`src/rtl/if_id_queue_pkg.sv`:
```
// rtl/if_id_queue_pkg.sv - shared stall encoding, bus-width defaults and stall-vector bit positions
package if_id_queue_pkg;

    localparam logic STOP     = 1'b1;
    localparam logic NOT_STOP = 1'b0;

    localparam int INST_ADDR_BUS = 32;
    localparam int INST_BUS      = 32;

    localparam int STALL_IF = 1;
    localparam int STALL_ID = 2;

endpackage

```
`src/rtl/if_id_fifo.sv`:
```
// rtl/if_id_fifo.sv - instruction queue storage, wrapping pointers and occupancy count
module if_id_fifo #(
    parameter int W     = 64,
    parameter int DEPTH = 4
) (
    input  logic                           i_clk,
    input  logic                           i_reset,
    input  logic                           i_clear,
    input  logic                           i_push,
    input  logic                           i_pop,
    input  logic [W-1:0]                   i_data,
    output logic [W-1:0]                   o_data,
    output logic [$clog2(DEPTH+1)-1:0]     o_count,
    output logic                           o_full,
    output logic                           o_empty
);

    localparam int PW = $clog2(DEPTH);
    localparam int CW = $clog2(DEPTH+1);

    logic [W-1:0]  r_mem [DEPTH];
    logic [PW-1:0] r_wptr;
    logic [PW-1:0] r_rptr;
    logic [CW-1:0] r_count;
    logic          w_do_push;
    logic          w_do_pop;

    // Full/empty come from the count so equal pointers are never ambiguous.
    assign o_full    = (r_count == CW'(DEPTH));
    assign o_empty   = (r_count == '0);
    assign o_count   = r_count;
    assign o_data    = r_mem[r_rptr];
    assign w_do_push = i_push && !o_full;
    assign w_do_pop  = i_pop && !o_empty;

    always_ff @(posedge i_clk) begin
        if (i_reset || i_clear) begin
            r_wptr  <= '0;
            r_rptr  <= '0;
            r_count <= '0;
        end else begin
            if (w_do_push) r_wptr <= r_wptr + PW'(1);
            if (w_do_pop)  r_rptr <= r_rptr + PW'(1);
            if (w_do_push && !w_do_pop)      r_count <= r_count + CW'(1);
            else if (w_do_pop && !w_do_push) r_count <= r_count - CW'(1);
        end
    end

    always_ff @(posedge i_clk) begin
        if (w_do_push && !i_reset && !i_clear) r_mem[r_wptr] <= i_data;
    end

endmodule

```
`src/rtl/if_id_queue.sv`:
```
// rtl/if_id_queue.sv - IF/ID queue with registered ID output; IF_ID_BYPASS_EN enables empty-queue bypass
module if_id_queue
    import if_id_queue_pkg::*;
#(
    parameter int ADDR_W = INST_ADDR_BUS,
    parameter int INST_W = INST_BUS,
    parameter int DEPTH  = 4
) (
    input  logic                           i_clk,
    input  logic                           i_reset,
    input  logic [5:0]                     i_stall,
    input  logic                           i_flush,
    input  logic                           i_valid,
    input  logic [ADDR_W-1:0]              i_pc,
    input  logic [INST_W-1:0]              i_inst,
    output logic                           o_ready,
    output logic [ADDR_W-1:0]              o_pc,
    output logic [INST_W-1:0]              o_inst,
    output logic                           o_valid,
    output logic [$clog2(DEPTH+1)-1:0]     o_count
);

    localparam int W = ADDR_W + INST_W;

    logic              w_full;
    logic              w_empty;
    logic [W-1:0]      w_head;
    logic              w_id_go;
    logic              w_accept;
    logic              w_pop;
    logic              w_push;
    logic              w_bypass;
    logic              w_unused_stall;
    logic [ADDR_W-1:0] r_pc;
    logic [INST_W-1:0] r_inst;
    logic              r_valid;

    assign w_unused_stall = ^{i_stall[5:3], i_stall[0]};

    assign o_ready  = !w_full;
    assign w_id_go  = !i_flush && (i_stall[STALL_ID] == NOT_STOP);
    assign w_accept = i_valid && !w_full && (i_stall[STALL_IF] == NOT_STOP) && !i_flush;
    assign w_pop    = w_id_go && !w_empty;

`ifdef IF_ID_BYPASS_EN
    assign w_bypass = w_id_go && w_empty && w_accept;
`else
    assign w_bypass = 1'b0;
`endif

    assign w_push = w_accept && !w_bypass;

    if_id_fifo #(
        .W     (W),
        .DEPTH (DEPTH)
    ) u_fifo (
        .i_clk   (i_clk),
        .i_reset (i_reset),
        .i_clear (i_flush),
        .i_push  (w_push),
        .i_pop   (w_pop),
        .i_data  ({i_pc, i_inst}),
        .o_data  (w_head),
        .o_count (o_count),
        .o_full  (w_full),
        .o_empty (w_empty)
    );

    // ID stall holds the register; otherwise load the head, the bypassed word, or a bubble.
    always_ff @(posedge i_clk) begin
        if (i_reset || i_flush) begin
            r_pc    <= '0;
            r_inst  <= '0;
            r_valid <= 1'b0;
        end else if (i_stall[STALL_ID] == NOT_STOP) begin
            if (!w_empty) begin
                {r_pc, r_inst} <= w_head;
                r_valid        <= 1'b1;
            end else if (w_bypass) begin
                r_pc    <= i_pc;
                r_inst  <= i_inst;
                r_valid <= 1'b1;
            end else begin
                r_pc    <= '0;
                r_inst  <= '0;
                r_valid <= 1'b0;
            end
        end
    end

    assign o_pc    = r_pc;
    assign o_inst  = r_inst;
    assign o_valid = r_valid;

endmodule

```
`config.mk`:
```
export PLATFORM = sky130hd
export DESIGN_NAME = if_id_queue
export DESIGN_NICKNAME = d
export VERILOG_FILES = /design/src/rtl/if_id_queue_pkg.sv /design/src/rtl/if_id_fifo.sv /design/src/rtl/if_id_queue.sv
export SDC_FILE = /design/constraint.sdc
export NUM_CORES = 1
export LEC_CHECK = 0
export ABC_AREA = 1
export CORE_ASPECT_RATIO = 1.1
export CORE_MARGIN = 5
export CORE_UTILIZATION = 49
export CTS_CLUSTER_DIAMETER = 60
export DETAILED_ROUTE_END_ITERATION = 8
export GPL_TIMING_DRIVEN = 0
export PLACE_DENSITY = 0.71
export SYNTH_ARGS = -nofsm -noshare
export SYNTH_HDL_FRONTEND = slang
export SYNTH_HIERARCHICAL = 1
export SYNTH_SLANG_ARGS = --single-unit
```
`constraint.sdc`:
```
create_clock -name i_clk -period 6.6 [get_ports i_clk]
set_clock_uncertainty 0.2 [all_clocks]
set_input_delay 1.32 -clock i_clk [delete_from_list [all_inputs] [get_ports i_clk]]
set_output_delay 1.32 -clock i_clk [all_outputs]
set_load 0.005 [all_outputs]
```
==> qor.csv, run 1 <==
metric,value,unit
syn_inst,978,
path_common_cell,buf_16,
fin_crit_sh,0.604,
p_total,4.16,mW
slowest_delay,0.61,ns
dieArea,28600,µm²
grtUsageTotal,0.198,
diodes,0,
tightest_slew,0.786,ns
p_leak,5.09,nW
cp-startpoint,i_flush,
globalplace.congestion,0.767,
io_pins,143,
cts_buffers,34,
dp_hpwl,18.3,mm
cts.sink_count,330,
dieHeight,177,µm
status,completed,
stdcell_area,15500,µm²
dieWidth,162,µm
first_iter_violations,560,
nNetsFinal,1242,
crit_buf_inv,5,
reg2reg_setup_slack,3.15,ns
clockBufferDepth,3,
globalRoute.totalOverflow,0,
cts_setup_buffers,0,
start_kind,input port,
seq_area_frac_synth,0.741,
endpoint_kind,flip-flop,
critical_path_class,in2reg,
yosys_warnings,6,
maxCapViolations,0,
cts_tree,done,
crit_family,simple AND/OR/NAND/NOR gates,
cts_root_buf,clkbuf_16,
slew_headroom,0.475,
peakVddDrop,0.220,mV
drt_wl_total,28.5,mm
syn_nets,1058,
drive_gt1_frac,0.108,
area_growth,25.0,%
synth-seq-cells,330,
reg2reg_from,u_fifo/o_count[0],
placed_area,14400,µm²
yosysUniqueCellTypes,25,
first_global_vias,8219,
viasPerCell,5.37,
endpoint,u_fifo/r_mem[0][55],
clk_pin_slew,0.06,ns
avgSynthCellArea,12.7,µm²
report.final.slew_viol_count,0,
fmax,0.251,GHz
placedCellCount,1441,
core,25100,µm²
grt_start_max_net_pins,30,
rsz0062_at_grt,no,
vias,8067,
htree_levels,2,
wl_per_cell,19.0,µm
hold_start,o_inst[21],
cp_max_fo,18,
r2r-end,u_fifo/r_mem[0][55],
firstDrtPassIters,4,
clk_latency,0.50,ns
row_count,61,
stdcell_count,1503,
slowest_stage,nor2_4,
multi_input_area,2730,µm²
setup-violations-final,0,
hold_violations,0,
seq_area,9170,µm²
cp.arrival,3.99,ns
period_needed,3.98,ns
min_path_type,reg2reg,
start_util,0.493,
cp.depth,9,
ctsHoldBuffers,0,
crit_chain,clkdlybuf4s50_1 -> nor3_1 -> inv_1 -> nor2_1 -> nand2_1 -> nor2_4 -> buf_16 -> buf_16 -> buf_16,
grt_pass1_wl,44.2,mm
power_density,268,nW/µm²
fillCellCount,1931,
antenna_found_initial,1,
io_buffers,138,
syn-cell-area,12400,µm²
drc,0,
r2r_cells,13,
cts_resized,0,
worstPathRequired,6.60,ns
ant_nets,0,
[cells in the mapped netlist]
cell type / number / share of area
a21oi_1: 48 / 0.019
a21oi_2: 23 / 0.016
buf_1: 1 / 0.00030
buf_2: 14 / 0.0057
buf_4: 9 / 0.0055
buf_6: 20 / 0.018
clkbuf_1: 15 / 0.0045
clkbuf_2: 3 / 0.0012
clkinv_1: 1 / 0.00030
dfxtp_1: 74 / 0.12
edfxtp_1: 256 / 0.62
fa_1: 1 / 0.0016
ha_1: 5 / 0.0051
inv_1: 18 / 0.0055
inv_4: 1 / 0.00051
nand2_1: 147 / 0.045
nand3_1: 4 / 0.0016
nand3b_1: 1 / 0.00061
nor2_1: 142 / 0.043
nor3_1: 1 / 0.00040
o21ai_0: 72 / 0.029
o21ai_1: 56 / 0.023
o22ai_1: 64 / 0.032
or2_1: 1 / 0.00051
xor2_1: 1 / 0.00071
[placed cells by master (no fill, tap or decap), types with 2 or more instances in the layout]
cell and n:
a21oi_1 48, a21oi_2 23, buf_12 4, buf_16 6
buf_2 14, buf_4 9, buf_6 20, clkbuf_1 30
clkbuf_16 37, clkbuf_2 3, clkbuf_8 2, clkdlybuf4s50_1 138
clkinv_1 4, clkinv_2 4, dfxtp_1 74, edfxtp_1 256
ha_1 5, inv_1 18, inv_4 2, nand2_1 147
nand3_1 4, nor2_1 138, nor2_4 4, o21ai_0 72
o21ai_1 56, o22ai_1 64
[kinds of logic after synthesis]
family                     after synthesis  synth area share
adders and majority gates                6           0.00667
buffers and inverters                   82            0.0416
AOI/OAI and AO/OA                      263             0.120
DFF                                    330             0.741
xor gates and xnor gates                 1          0.000707
and+or+nand+nor                        296            0.0907
[power by group]
group	internal [mW]	total, mW	switching [mW]
Sequential	2.24	2.25	0.00368
Combinational	0.0599	0.124	0.0638
Clock	1.05	1.78	0.732
Total	3.36	4.16	0.800
[final cells by class]
class / instances / area share
buffer: 62 / 0.0283
clock buffer: 54 / 0.0652
clock inverter: 8 / 0.00242
inverter: 20 / 0.00501
multi-input combinational: 566 / 0.176
sequential: 330 / 0.592
tap: 315 / 0.0255
timing repair buffer: 148 / 0.105
[layer usage]
| metal | track usage | vias up | routed length [µm] |
|---|---|---|---|
| met5 | 0 | - | 13 |
| met2 | 0.346 | 252 | 14600 |
| met4 | 0.0633 | 2 | 717 |
| met3 | 0.0359 | 51 | 1570 |
| li1 | - | 3867 | - |
| met1 | 0.251 | 3895 | 11600 |
[tightest hold or removal path: stages (launching register included)]
cell     delay [ns]
dfxtp_1        0.30
nand2_1        0.06
a21oi_1        0.05
[through the flow]
step / util / setup TNS (ns) / worst slack, ns / hold slack (ns)
after floorplan: - / 0 / 1.23 / 0.252
after global placement: 0.564 / -381.97 / -1.61 / 0.253
after detailed placement: 0.575 / 0 / 2.10 / 0.253
after CTS: 0.616 / 0 / 2.62 / 0.262
after global routing: 0.616 / 0 / 2.42 / 0.286
final: 0.616 / 0 / 2.62 / 0.261
[sequential cells by signal (all words and copies together) (netlist names), named ones only]
name and flops:
o_pc 32, o_inst 32, u_fifo/r_wptr 2, u_fifo/r_mem 256, o_valid 1, u_fifo/r_rptr 2, u_fifo/o_count 3
[how the worst min path moves through the flow]
stage	to	cells after the start
2_1_floorplan	o_pc[17]	2
3_3_place_gp	o_pc[1]	2
3_5_place_dp	o_inst[23]	2
4_1_cts	o_inst[23]	2
5_1_grt	o_inst[23]	2
6_report	o_inst[21]	2
(Power assumes the default switching activity.)
==> inputs of run 2 (changes only) <==
PLACE_DENSITY = 0.74   (was 0.71)
clock period = 3.6 ns   (was 6.6 ns; I/O delays follow)
==> run 2 against run 1 <==
Compared with the run above:
- critical path depth up 2
- global-route usage down 0.52 points
- sequential power is 83% higher
- sequential cell count did not move
- critical path type is now reg2reg
- critical endpoint is now u_fifo/r_mem[3][12]
- largest power group unchanged
==> qor.csv, run 2 (synthesis gave the netlist of run 1 again) <==
metric,value,unit,change
status,completed,,
critical_path_class,reg2reg,,
wl_per_cell,18.5,µm,-2.7%
period_needed,3.18,ns,
first_global_vias,8148,,-0.86%
cp.arrival,3.18,ns,-0.81 ns
report.final.slew_viol_count,0,,unchanged
io_buffers,138,,unchanged
cts_tree,done,,
dp_hpwl,17.7,mm,-3.2%
maxCapViolations,0,,unchanged
slew_headroom,0.401,,-0.0742
worstPathRequired,3.60,ns,-3.00 ns
ant_nets,0,,unchanged
core,25100,µm²,unchanged
layout_common_cells,"edfxtp_1, nand2_1, nor2_1, clkdlybuf4s50_1, dfxtp_1",,
hold_violations,0,,unchanged
cts_root_buf,clkbuf_16,,
antenna_found_initial,3,,+2
min_path_type,reg2reg,,
dieArea,28600,µm²,unchanged
final_common_cell,edfxtp_1,,
globalRoute.totalOverflow,0,,unchanged
ctsHoldBuffers,0,,unchanged
grt_pass1_wl,43.0,mm,-2.9%
setup-violations-final,0,,unchanged
dpl_worst_slack,-0.224,ns,-2.33 ns
clk_pin_slew,0.06,ns,about the same
start_kind,flip-flop,,
cts_buffers,35,,+2.9%
row_count,61,,unchanged
start_util,0.493,,unchanged
dieWidth,162,µm,unchanged
stdcell_count,1504,,+0.067%
largest_register_ff_count,256,,unchanged
fin_ws,0.415,ns,-2.20 ns
fin_crit_sh,0.885,,
fin_hold_ws,0.262,ns,+0.000525 ns
grt_start_max_net_pins,30,,unchanged
grtUsageTotal,0.193,,-0.00518
clockBufferDepth,3,,unchanged
first_iter_violations,643,,+15%
clk_latency,0.52,ns,+0.02 ns
viasPerCell,5.32,,-0.83%
globalplace.congestion,0.764,,-0.43%
drt_wl_total,27.8,mm,-2.7%
vias,8005,,-0.77%
rsz0062_at_grt,no,,
fmax,0.314,GHz,
top_register,u_fifo/r_mem,,
firstDrtPassIters,4,,unchanged
endpoint_kind,flip-flop,,
htree_levels,2,,unchanged
tightest_slew,0.897,ns,+0.111 ns
drc,0,,unchanged
nNetsFinal,1242,,unchanged
cts.sink_count,330,,unchanged
power_density,507,nW/µm²,+89%
p_leak,5.10,nW,+0.30%
fin_setup_tns,0,ns,unchanged
peakVddDrop,0.367,mV,+66%
drive_gt1_frac,0.116,,+0.00842
cp_max_fo,25,,+7
utilization,0.617,,+0.000947
dieHeight,177,µm,unchanged
io_pins,143,,unchanged
placedCellCount,1439,,-0.14%
area_growth,25.2,%,
[run 2: layer usage]
layer	routed length, µm	track usage	share of wire	vias to the layer above
li1	-	-	-	3858
met1	10800	0.237	0.39	3793
met2	14200	0.334	0.51	280
met3	1840	0.0408	0.066	70
met4	886	0.0757	0.032	4
met5	21	0	0.00076	-
[run 2: worst max-delay path: stages, from the launching register on]
cell     delay (ns)
dfxtp_1        0.42
nor2_1         0.09
nand2_1        0.15
inv_1          0.08
inv_1          0.07
nand2_1        0.06
nor3_2         0.26
inv_1          0.07
nor2_1         0.18
nand2_1        0.25
nor2_4         0.76
buf_12         0.27
[run 2: what timing repair did]
item | 4_1_cts | 5_1_grt
buffers inserted | 0 | 1
setup endpoints to repair | 0 | 33
gates resized for setup | 0 | 1
[run 2: path summary, 6_finish.rpt]
kind / start / end / slack, ns / depth (start not counted)
max: u_fifo/o_count[0] / u_fifo/r_mem[3][12] / 0.42 / 11
min: o_pc[0] / o_pc[0] / 0.26 / 2
max reg2reg: u_fifo/o_count[0] / u_fifo/r_mem[3][12] / 0.42 / 11
min reg2reg: o_pc[0] / o_pc[0] / 0.26 / 2
[run 2: area by class of cell]
cell class,count,area [µm²]
Clock inverter,20,218
Tap cell,315,394
Clock buffer,43,916
Fill cell,1899,9610
Buffer,62,438
Inverter,20,77.6
Multi-Input combinational cell,566,2730
Timing Repair Buffer,147,1560
Antenna cell,1,2.50
Sequential cell,330,9170
[run 2: power by group]
part / leakage, nW / internal (mW) / switching [mW]
clock network: 0.556 / 2.11 / 1.40
registers: 2.90 / 4.11 / 0.00672
logic: 1.65 / 0.109 / 0.117
total: 5.10 / 6.33 / 1.52
[run 2: metrics by stage]
| stage | power [mW] | instance area (µm²) |
|---|---|---|
| after floorplan | 4.28 | 12400 |
| after global placement | 4.42 | 14200 |
| after detailed placement | 4.43 | 14400 |
| after CTS | 7.93 | 15500 |
| after global routing | 8.10 | 15500 |
| final | 7.86 | 15500 |
